<file path="src/rtl/round_div_pkg.sv">
// Shared types for the round_div_pipe divide-by-2^k rounding pipeline.
package round_div_pkg;

  localparam int P_IN_WIDTH  = 8;
  localparam int P_OUT_WIDTH = 4;
  localparam int P_SHIFT_W   = 3;
  localparam int MODE_W      = 2;

  typedef enum logic [MODE_W-1:0] {
    FLOOR     = 2'd0,
    CEIL      = 2'd1,
    HALF_UP   = 2'd2,
    HALF_EVEN = 2'd3
  } rnd_mode_e;

  // Stage-1 payload: truncated quotient plus the rounding increment.
  typedef struct packed {
    logic [P_IN_WIDTH-1:0] q;
    logic                  inc;
  } s1_payload_t;

endpackage

</file>
<file path="src/rtl/round_div_pipe_if.sv">
// Valid/ready request and result channels of round_div_pipe.
interface round_div_pipe_if
  import round_div_pkg::*;
#(
  parameter int IN_WIDTH  = P_IN_WIDTH,
  parameter int OUT_WIDTH = P_OUT_WIDTH,
  parameter int SHIFT_W   = P_SHIFT_W
);
  logic                 in_valid;
  logic                 in_ready;
  logic [IN_WIDTH-1:0]  din;
  logic [SHIFT_W-1:0]   shift;
  logic [MODE_W-1:0]    mode;
  logic                 out_valid;
  logic                 out_ready;
  logic [OUT_WIDTH-1:0] dout;
  logic                 ovf;

  // Master is the producer/consumer side, slave is the divider.
  modport master (
    output in_valid, din, shift, mode, out_ready,
    input  in_ready, out_valid, dout, ovf
  );

  modport slave (
    input  in_valid, din, shift, mode, out_ready,
    output in_ready, out_valid, dout, ovf
  );
endinterface

</file>
<file path="src/rtl/round_div_incr.sv">
// Combinational quotient and rounding-increment for din / 2^shift.
module round_div_incr
  import round_div_pkg::*;
#(
  parameter int IN_WIDTH = P_IN_WIDTH,
  parameter int SHIFT_W  = P_SHIFT_W
)
(
  input  logic [IN_WIDTH-1:0] i_din,
  input  logic [SHIFT_W-1:0]  i_shift,
  input  rnd_mode_e           i_mode,
  output logic [IN_WIDTH-1:0] o_q,
  output logic                o_inc
);
  localparam logic [IN_WIDTH-1:0] L_ONE  = IN_WIDTH'(1'b1);
  localparam logic [IN_WIDTH-1:0] L_ZERO = {IN_WIDTH{1'b0}};
  localparam logic [SHIFT_W-1:0]  L_K1   = SHIFT_W'(1'b1);

  logic [IN_WIDTH-1:0] w_mask;
  logic [IN_WIDTH-1:0] w_rem;
  logic [IN_WIDTH-1:0] w_half;

  assign o_q    = i_din >> i_shift;
  assign w_mask = (L_ONE << i_shift) - L_ONE;
  assign w_rem  = i_din & w_mask;
  // Only meaningful for shift > 0; the k=0 case never looks at it.
  assign w_half = L_ONE << (i_shift - L_K1);

  // Rounding decision from the discarded remainder.
  always_comb begin
    o_inc = 1'b0;
    if (i_shift == {SHIFT_W{1'b0}}) begin
      o_inc = 1'b0;
    end else begin
      case (i_mode)
        FLOOR:     o_inc = 1'b0;
        CEIL:      o_inc = (w_rem != L_ZERO);
        HALF_UP:   o_inc = (w_rem >= w_half);
        HALF_EVEN: o_inc = (w_rem > w_half) || ((w_rem == w_half) && o_q[0]);
        default:   o_inc = 1'b0;
      endcase
    end
  end

endmodule

</file>
<file path="src/rtl/round_div_pipe.sv">
// Two-stage valid/ready divide-by-2^k with rounding and overflow flag.
// Define ROUND_DIV_SAT_EN to saturate dout on overflow instead of wrapping.
module round_div_pipe
  import round_div_pkg::*;
#(
  parameter int IN_WIDTH  = P_IN_WIDTH,
  parameter int OUT_WIDTH = P_OUT_WIDTH,
  parameter int SHIFT_W   = P_SHIFT_W
)
(
  input  logic            clk,
  input  logic            reset,
  round_div_pipe_if.slave bus
);
  logic                 w_s2_load;
  logic                 w_in_ready;
  logic                 w_accept;
  logic [IN_WIDTH-1:0]  w_q;
  logic                 w_inc;
  logic [IN_WIDTH:0]    w_sum;
  logic                 w_ovf;
  logic [OUT_WIDTH-1:0] w_dout;

  logic                 r_s1_valid;
  s1_payload_t          r_s1;
  logic                 r_out_valid;
  logic [OUT_WIDTH-1:0] r_dout;
  logic                 r_ovf;

  round_div_incr #(
    .IN_WIDTH (IN_WIDTH),
    .SHIFT_W  (SHIFT_W)
  ) u_incr (
    .i_din   (bus.din),
    .i_shift (bus.shift),
    .i_mode  (rnd_mode_e'(bus.mode)),
    .o_q     (w_q),
    .o_inc   (w_inc)
  );

  // Stage 2 frees whenever it is empty or its item leaves this cycle.
  assign w_s2_load  = !r_out_valid || bus.out_ready;
  assign w_in_ready = !r_s1_valid || w_s2_load;
  assign w_accept   = bus.in_valid && w_in_ready;

  assign w_sum = (IN_WIDTH+1)'(r_s1.q) + (IN_WIDTH+1)'(r_s1.inc);
  assign w_ovf = |w_sum[IN_WIDTH:OUT_WIDTH];

`ifdef ROUND_DIV_SAT_EN
  // Clamp to the largest representable value when the result overflows.
  always_comb begin
    w_dout = w_sum[OUT_WIDTH-1:0];
    if (w_ovf) begin
      w_dout = {OUT_WIDTH{1'b1}};
    end else begin
      w_dout = w_sum[OUT_WIDTH-1:0];
    end
  end
`else
  assign w_dout = w_sum[OUT_WIDTH-1:0];
`endif

  // Stage 1: capture quotient and rounding increment on accept.
  always_ff @(posedge clk or posedge reset) begin
    if (reset) begin
      r_s1_valid <= 1'b0;
      r_s1       <= {$bits(s1_payload_t){1'b0}};
    end else if (w_in_ready) begin
      r_s1_valid <= bus.in_valid;
      if (w_accept) begin
        r_s1.q   <= P_IN_WIDTH'(w_q);
        r_s1.inc <= w_inc;
      end
    end
  end

  // Stage 2: apply the increment and hold the result until consumed.
  always_ff @(posedge clk or posedge reset) begin
    if (reset) begin
      r_out_valid <= 1'b0;
      r_dout      <= {OUT_WIDTH{1'b0}};
      r_ovf       <= 1'b0;
    end else if (w_s2_load) begin
      r_out_valid <= r_s1_valid;
      if (r_s1_valid) begin
        r_dout <= w_dout;
        r_ovf  <= w_ovf;
      end
    end
  end

  assign bus.in_ready  = w_in_ready;
  assign bus.out_valid = r_out_valid;
  assign bus.dout      = r_dout;
  assign bus.ovf       = r_ovf;

endmodule
</file>
<file path="src/flat_wrapper.sv">
// flat-port wrapper written by rule: the top's interface ports become plain ports
module round_div_pipe_flat import round_div_pkg::*;
#(
  parameter int IN_WIDTH  = P_IN_WIDTH,
  parameter int OUT_WIDTH = P_OUT_WIDTH,
  parameter int SHIFT_W   = P_SHIFT_W
)
  (clk, reset, bus_in_valid, bus_din, bus_shift, bus_mode, bus_out_ready, bus_in_ready, bus_out_valid, bus_dout, bus_ovf);
  round_div_pipe_if #(.IN_WIDTH(IN_WIDTH), .OUT_WIDTH(OUT_WIDTH), .SHIFT_W(SHIFT_W)) bus_i ();
  input  logic clk;
  input  logic reset;
  input wire logic [$bits(bus_i.in_valid)-1:0] bus_in_valid;
  input wire logic [$bits(bus_i.din)-1:0] bus_din;
  input wire logic [$bits(bus_i.shift)-1:0] bus_shift;
  input wire logic [$bits(bus_i.mode)-1:0] bus_mode;
  input wire logic [$bits(bus_i.out_ready)-1:0] bus_out_ready;
  output wire logic [$bits(bus_i.in_ready)-1:0] bus_in_ready;
  output wire logic [$bits(bus_i.out_valid)-1:0] bus_out_valid;
  output wire logic [$bits(bus_i.dout)-1:0] bus_dout;
  output wire logic [$bits(bus_i.ovf)-1:0] bus_ovf;
  assign bus_i.in_valid = bus_in_valid;
  assign bus_i.din = bus_din;
  assign bus_i.shift = bus_shift;
  assign bus_i.mode = bus_mode;
  assign bus_i.out_ready = bus_out_ready;
  assign bus_in_ready = bus_i.in_ready;
  assign bus_out_valid = bus_i.out_valid;
  assign bus_dout = bus_i.dout;
  assign bus_ovf = bus_i.ovf;
  round_div_pipe #(.IN_WIDTH(IN_WIDTH), .OUT_WIDTH(OUT_WIDTH), .SHIFT_W(SHIFT_W)) u_core (.clk(clk), .reset(reset), .bus(bus_i));
endmodule
</file>
<file path="config.mk">
export PLATFORM = sky130hd
export DESIGN_NAME = round_div_pipe_flat
export DESIGN_NICKNAME = d
export VERILOG_FILES = /design/src/rtl/round_div_pkg.sv /design/src/rtl/round_div_pipe_if.sv /design/src/rtl/round_div_incr.sv /design/src/rtl/round_div_pipe.sv /design/src/flat_wrapper.sv
export SDC_FILE = /design/constraint.sdc
export NUM_CORES = 1
export LEC_CHECK = 0
export CAP_MARGIN = 20
export CELL_PAD_IN_SITES_DETAIL_PLACEMENT = 1
export CELL_PAD_IN_SITES_GLOBAL_PLACEMENT = 1
export CORE_AREA = 2 2 68 96
export DETAILED_ROUTE_END_ITERATION = 10
export DIE_AREA = 0 0 70 98
export PLACE_DENSITY = 0.58
export SLEW_MARGIN = 15
export SYNTH_ARGS = -nofsm -noshare
export SYNTH_HDL_FRONTEND = slang
export SYNTH_HIERARCHICAL = 1
export SYNTH_SLANG_ARGS = --single-unit
</file>
<file path="constraint.sdc">
create_clock -name clk -period 1.4 [get_ports clk]
set_input_delay 0.28 -clock clk [delete_from_list [all_inputs] [get_ports clk]]
set_output_delay 0.28 -clock clk [all_outputs]
set_load 0.005 [all_outputs]
</file>
# [Word-level counts from Yosys, hierarchy flattened]
# Cells that the tools add are included.
[word_totals] output_inout_bits=7 register_bits=16 inputBits=17
[op_classes] n_lt_le_gt_ge=2 bitwise_logic=1 n_eq_ne=4 n_addsub=3 reduce_logical=13 shifts=3 mux=2
[op_table] cell="1-bit by 3-bit left shift with 8-bit output (first input constant)" n=2
[op_table] cell="8-bit by 1-bit adder with 9-bit output" n=1
[op_table] cell="8-bit bitwise AND" n=1
[op_table] cell="8-bit equality test" n=1
[op_table] cell="8-bit greater-or-equal comparator" n=1
[op_table] cell="8-bit greater-than comparator" n=1
[op_table] cell="8-bit nonzero test" n=1
[op_table] cell="8-bit by 3-bit >> shifter with 8-bit output" n=1
[op_table] cell="8-bit by 1-bit subtractor with 8-bit output (second input constant)" n=1
[op_table] cell="5-bit OR reduction" n=1
[op_table] cell="2-bit equality test (second input constant)" n=2
[op_table] cell="1-bit one-hot mux with 4 select lines" n=1
[op_table] cell="2-bit AND reduction" n=2
[op_table] cell="3-bit logical NOT" n=1
[op_table] cell="1-bit logical OR" n=3
[op_table] cell="3-bit by 1-bit subtractor with 3-bit output (second input constant)" n=1
[op_table] cell="2-bit by 1-bit equality test with 1-bit output (second input constant)" n=1
[op_table] cell="1-bit logical AND" n=2
[op_table] cell="1-bit logical NOT" n=2
[op_table] cell="2-bit logical NOT" n=1
[op_table] cell="1-bit two-way mux" n=1

# [Logic depth before layout (Yosys ltp)]
# Gate-level depths: netlist of the first run.
[depth] ltp_word=8 ltp_mapped=14

# [Modules after synthesis]
# Netlist of the first run, hierarchy kept.
[by_module_without_submodules] module="round_div_pipe" seq_area_each_um2=400.4 cells_each=47 area_per_inst_um2=739.5 instances=1
[by_module_without_submodules] module="round_div_incr" seq_area_each_um2=0.0 cells_each=102 area_per_inst_um2=724.4 instances=1

# [Least setup slack after synthesis of the first run]
# Ideal clock, no wire load.
[synth_timing] kind="input to register" start="input bus_shift[0]" end="register u_core/r_s1[0] (netlist bit)" slack_ns=-1.593 arrival_time_ns=2.868 setup_time_ns=0.125 path_stages=14 t_required_ns=1.275 cell_sequence="buf_2 > or3_1 > clkbuf_1 > ha_1 > clkbuf_1 > or4_1 > o211ai_1 > and2_1 > ha_1 > nand4_1 > a31oi_1 > a211oi_1 > o32ai_1 > mux2_4"
[synth_via] elab_chain_len=8 elab_cells_between_ends=15 cone_classes="add/sub (2); order compare (2); eq/ne (1); shift (3); mux (2); bitwise (1); reduce/logical (4)"
[synth_lines] element="from (decl)" line="flat_wrapper.sv:14" text="input wire logic [$bits(bus_i.shift)-1:0] bus_shift;"
[synth_lines] element="branches (longest 7 deep; another with 8-bit by 1-bit subtractor with 8-bit output)"
[synth_lines] element="1-bit two-way mux (*)" line="round_div_incr.sv:32" text="if (i_shift == {SHIFT_W{1'b0}}) begin"
[synth_lines] element="named net u_core.w_inc" line="round_div_pipe.sv:19" text="logic w_inc;"
[synth_lines] element="to (signal assigned)" line="round_div_pipe.sv:67" text="r_s1 <= {$bits(s1_payload_t){1'b0}};"
[synth_lines] element="to (decl)" line="round_div_pipe.sv:25" text="s1_payload_t r_s1;"
# Mark *: on every way through the listed nets, which the timed path passes.
# A chain may end at the register's enable or synchronous reset.

# [Worst setup path after layout of the first run]
[layout_timing] start="input bus_shift[2]" end="register u_core/r_s1[0] (netlist bit)"
# The elaborated chain is that of the path after synthesis.

==> impl_metrics.py, run 1 <==
metrics = {
    "setup_path": {
        "r2r_end": "u_core/bus.ovf",
        "rrSetupSlack_ps": 80,
        "ff2ff_path_depth": 5,
        "startpoint_type": "input port",
        "endpoint_kind": "flip-flop",
        "crit_type": "in -> reg",
        "critPathRequiredTime_ps": 1530,
        "arrival_ps": 2690,
        "r2r_start": "u_core/r_s1[0]",
        "crit_path_max_fanout": 3,
    },
    "place": {
        "hpwl_um": 3520,
        "dp_slack_ps": -1820,
        "dp.cells": 271,
        "numPortBuffers": 23,
        "place.gp.congestion": 0.851,
        "placed_area_um2": 2030,
    },
    "synthesis": {
        "yosysTopAreaCellShare": 0.274,
        "synthCells": 149,
        "yosysUniqueCellTypes": 46,
        "netlist_area_um2": 1460,
        "synth.avg_cell_area_um2": 9.82,
        "synth.yosys.warnings": 6,
        "synth_edf_count": 0,
        "postSynth.asyncResetShare": 1.00,
        "syn-num-nets": 179,
        "netlist_top_cells_area": "dfrtp_1 27%, ha_1 11%, mux2_4 9.2%, mux4_2 4.6%, mux2_2 3.8%",
        "synth_top_area_cell": "dfrtp_1",
        "ys.flop_type": "dfrtp_1",
        "ys_seq_area_frac": 0.274,
        "synth-seq-cells": 16,
    },
    "clocking": {
        "clock_sinks": 16,
        "clockBufferDepth": 2,
        "cts_root_buf": "clkbuf_8",
        "clkTransAtPathRegs_ps": 60,
        "htree_levels": 1,
        "hold_buffers": 0,
        "cts_tree": "built",
        "worstSkewPairLatency_ps": 250,
        "cts_made_buffers": 3,
    },
    "power_and_ir_drop": {
        "clock_power_share": 0.209,
        "p_int_mw": 1.35,
        "switching_share": 0.298,
        "leakagePower_nw": 1.16,
        "power-per-cell-area_nw_per_um2": 796,
        "ir_drop_v": 0.000271,
        "switchingPower_mw": 0.571,
        "pwr-share-seq": 0.329,
        "pwr-share-comb": 0.462,
    },
    "final_layout": {
        "stdcell_count": 294,
        "fin_util": 0.400,
        "syn_to_final_growth_pct": 64.9,
        "nets": 253,
        "num_antenna_cells": 0,
        "fillers": 689,
        "layout-drive-gt1-share": 0.473,
        "stdcell_area_um2": 2410,
    },
    "timing": {
        "report.final.hold_viol_count": 0,
        "setup_viol": 6,
        "fin_skew_ps": 1.04,
        "slew_violations": 0,
        "period_share": 1.83,
        "fmaxAchievable_ghz": 0.391,
        "period_minus_slack_ps": 2560,
        "holdWs_ps": 282,
        "rsz0062_at_grt": "yes",
        "setup_ws_ps": -1160,
    },
    "die": {
        "die_w_um": 70,
        "dieArea_um2": 6860,
        "initial_core_util": 0.242,
        "io_pins": 24,
        "core_region_area_um2": 6040,
        "num_rows": 34,
        "die-height_um": 98,
    },
    "outcome": {
        "status": "finished, violations left",
        "violations": "negative setup slack",
    },
    "global_routing": {
        "grt_pass1_wl_um": 7380,
        "grt_overflow": 0,
        "grt_pass1_vias": 1567,
        "antenna_found_initial": 0,
        "grt_use_total": 0.134,
        "grt_max_degree": 18,
    },
    "route": {
        "drc": 0,
        "ant_nets": 0,
        "wl_um": 4730,
        "drt_iter0_markers": 45,
        "via_per_inst": 4.87,
        "wl_per_cell_um": 16.1,
        "vias": 1433,
        "first_pass_iters": 4,
    },
    "worst_hold_path": {
        "hold_class": "in -> async",
    },
    "flow_run": {
        "drv_cap": 0,
    },
}
-- synthesized netlist by cell type, drive strengths merged (4+ instances only) --
library cell / instances
dfrtp: 16
nand2: 15
mux2: 14
ha: 13
inv: 7
nor2: 6
mux2i: 5
nand2b: 5
nand3: 5
nor2b: 5
and2: 4
buf: 4
nand3b: 4
-- cell families after synthesis --
family / count (synthesis) / share of synthesized area
and+or+nand+nor: 54 / 0.214
AOI/OAI and AO/OA: 25 / 0.125
muxes: 22 / 0.211
DFF: 16 / 0.274
buffers and inverters: 14 / 0.0393
adders and majority gates: 13 / 0.111
xor gates and xnor gates: 4 / 0.0239
other: 1 / 0.00256
-- state kept, by name, indices dropped and copies added, names as in the netlist --
name / count
u_core/r_s1: 9
u_core/bus.dout: 4
u_core/bus.out_valid: 1
u_core/bus.ovf: 1
u_core/r_s1_valid: 1
-- worst max-delay path, cell delays in order --
cell,delay (ps)
buf_8,100
or3_4,400
ha_4,180
or4_4,430
o211ai_1,140
and2_4,200
ha_4,110
nand4_1,130
nor4_2,320
o32ai_2,140
mux2_4,270
-- timing repair --
item / in CTS / in global routing
endpoints found under the setup margin: 13 / 13
gates resized for setup: 31 / 38
pin swaps: 7 / 16
setup buffers: 8 / 11
-- how the worst max path moves through the flow --
stage,startpoint,endpoint,slack [ps],cells after the start
floorplan,bus_shift[0],u_core/r_s1[0],-1410,14
global placement,bus_shift[0],u_core/r_s1[0],-1690,11
detailed placement,bus_shift[2],u_core/r_s1[0],-1820,11
CTS,bus_shift[0],u_core/r_s1[0],-1200,12
global route,bus_shift[2],u_core/r_s1[0],-1210,11
finish,bus_shift[2],u_core/r_s1[0],-1160,11
-- through the flow --
stage	setup TNS (ps)	power (mW)
after floorplan	-1410	1.02
after global placement	-8210	1.37
after detailed placement	-8580	1.40
after CTS	-1850	1.85
after global routing	-2090	2.05
final	-1880	1.92
-- placed cells by master, fill, tap and decap left out, types with 5 or more instances in the layout --
cell type | Yosys | layout
ha_4 | 0 | 5
dlygate4sd2_1 | 0 | 8
nor2b_1 | 5 | 5
dlymetal6s2s_1 | 0 | 5
clkdlybuf4s50_1 | 0 | 6
dfrtp_1 | 16 | 16
inv_1 | 6 | 6
nor2_1 | 6 | 6
mux2i_1 | 5 | 5
mux2_2 | 5 | 5
ha_1 | 13 | 7
nand3_1 | 5 | 5
buf_4 | 0 | 47
nand2_1 | 14 | 10
mux2_4 | 9 | 9
-- power groups by stage --
stage	Combinational, mW	Clock (mW)	Sequential [mW]
after floorplan	0.388	0	0.635
final	0.888	0.401	0.631
after global placement	0.738	0	0.637
after detailed placement	0.761	0	0.642
after CTS	0.795	0.417	0.633
after global routing	0.967	0.440	0.647
-- routing by layer --
| layer | track usage | routed length (um) | vias to the layer above |
|---|---|---|---|
| met5 | 0 | 0 | - |
| met3 | 0.0175 | 114 | 6 |
| met2 | 0.259 | 2810 | 27 |
| met4 | 0.0725 | 67 | 0 |
| li1 | - | - | 691 |
| met1 | 0.135 | 1740 | 709 |
-- area by class of cell --
type / instances / area (um^2) / share of cell area
Clock buffer: 4 / 55.1 / 0.0228
Inverter: 7 / 26.3 / 0.0109
Multi-Input combinational cell: 119 / 1170 / 0.485
Sequential cell: 16 / 400 / 0.166
Tap cell: 72 / 90.1 / 0.0373
Timing Repair Buffer: 76 / 671 / 0.278
Note: power is estimated with default switching activity, not from simulation.
==> inputs of run 2 (changes only) <==
--- a/config.mk
+++ b/config.mk
@@ -5,6 +5,7 @@
 export SDC_FILE = /design/constraint.sdc
 export NUM_CORES = 1
 export LEC_CHECK = 0
+export ABC_CLOCK_PERIOD_IN_PS = 1400
 export CAP_MARGIN = 20
 export CELL_PAD_IN_SITES_DETAIL_PLACEMENT = 1
 export CELL_PAD_IN_SITES_GLOBAL_PLACEMENT = 1
==> results of run 2 <==
Same layout as run 1: the final DEF is identical, and so are final timing and power.
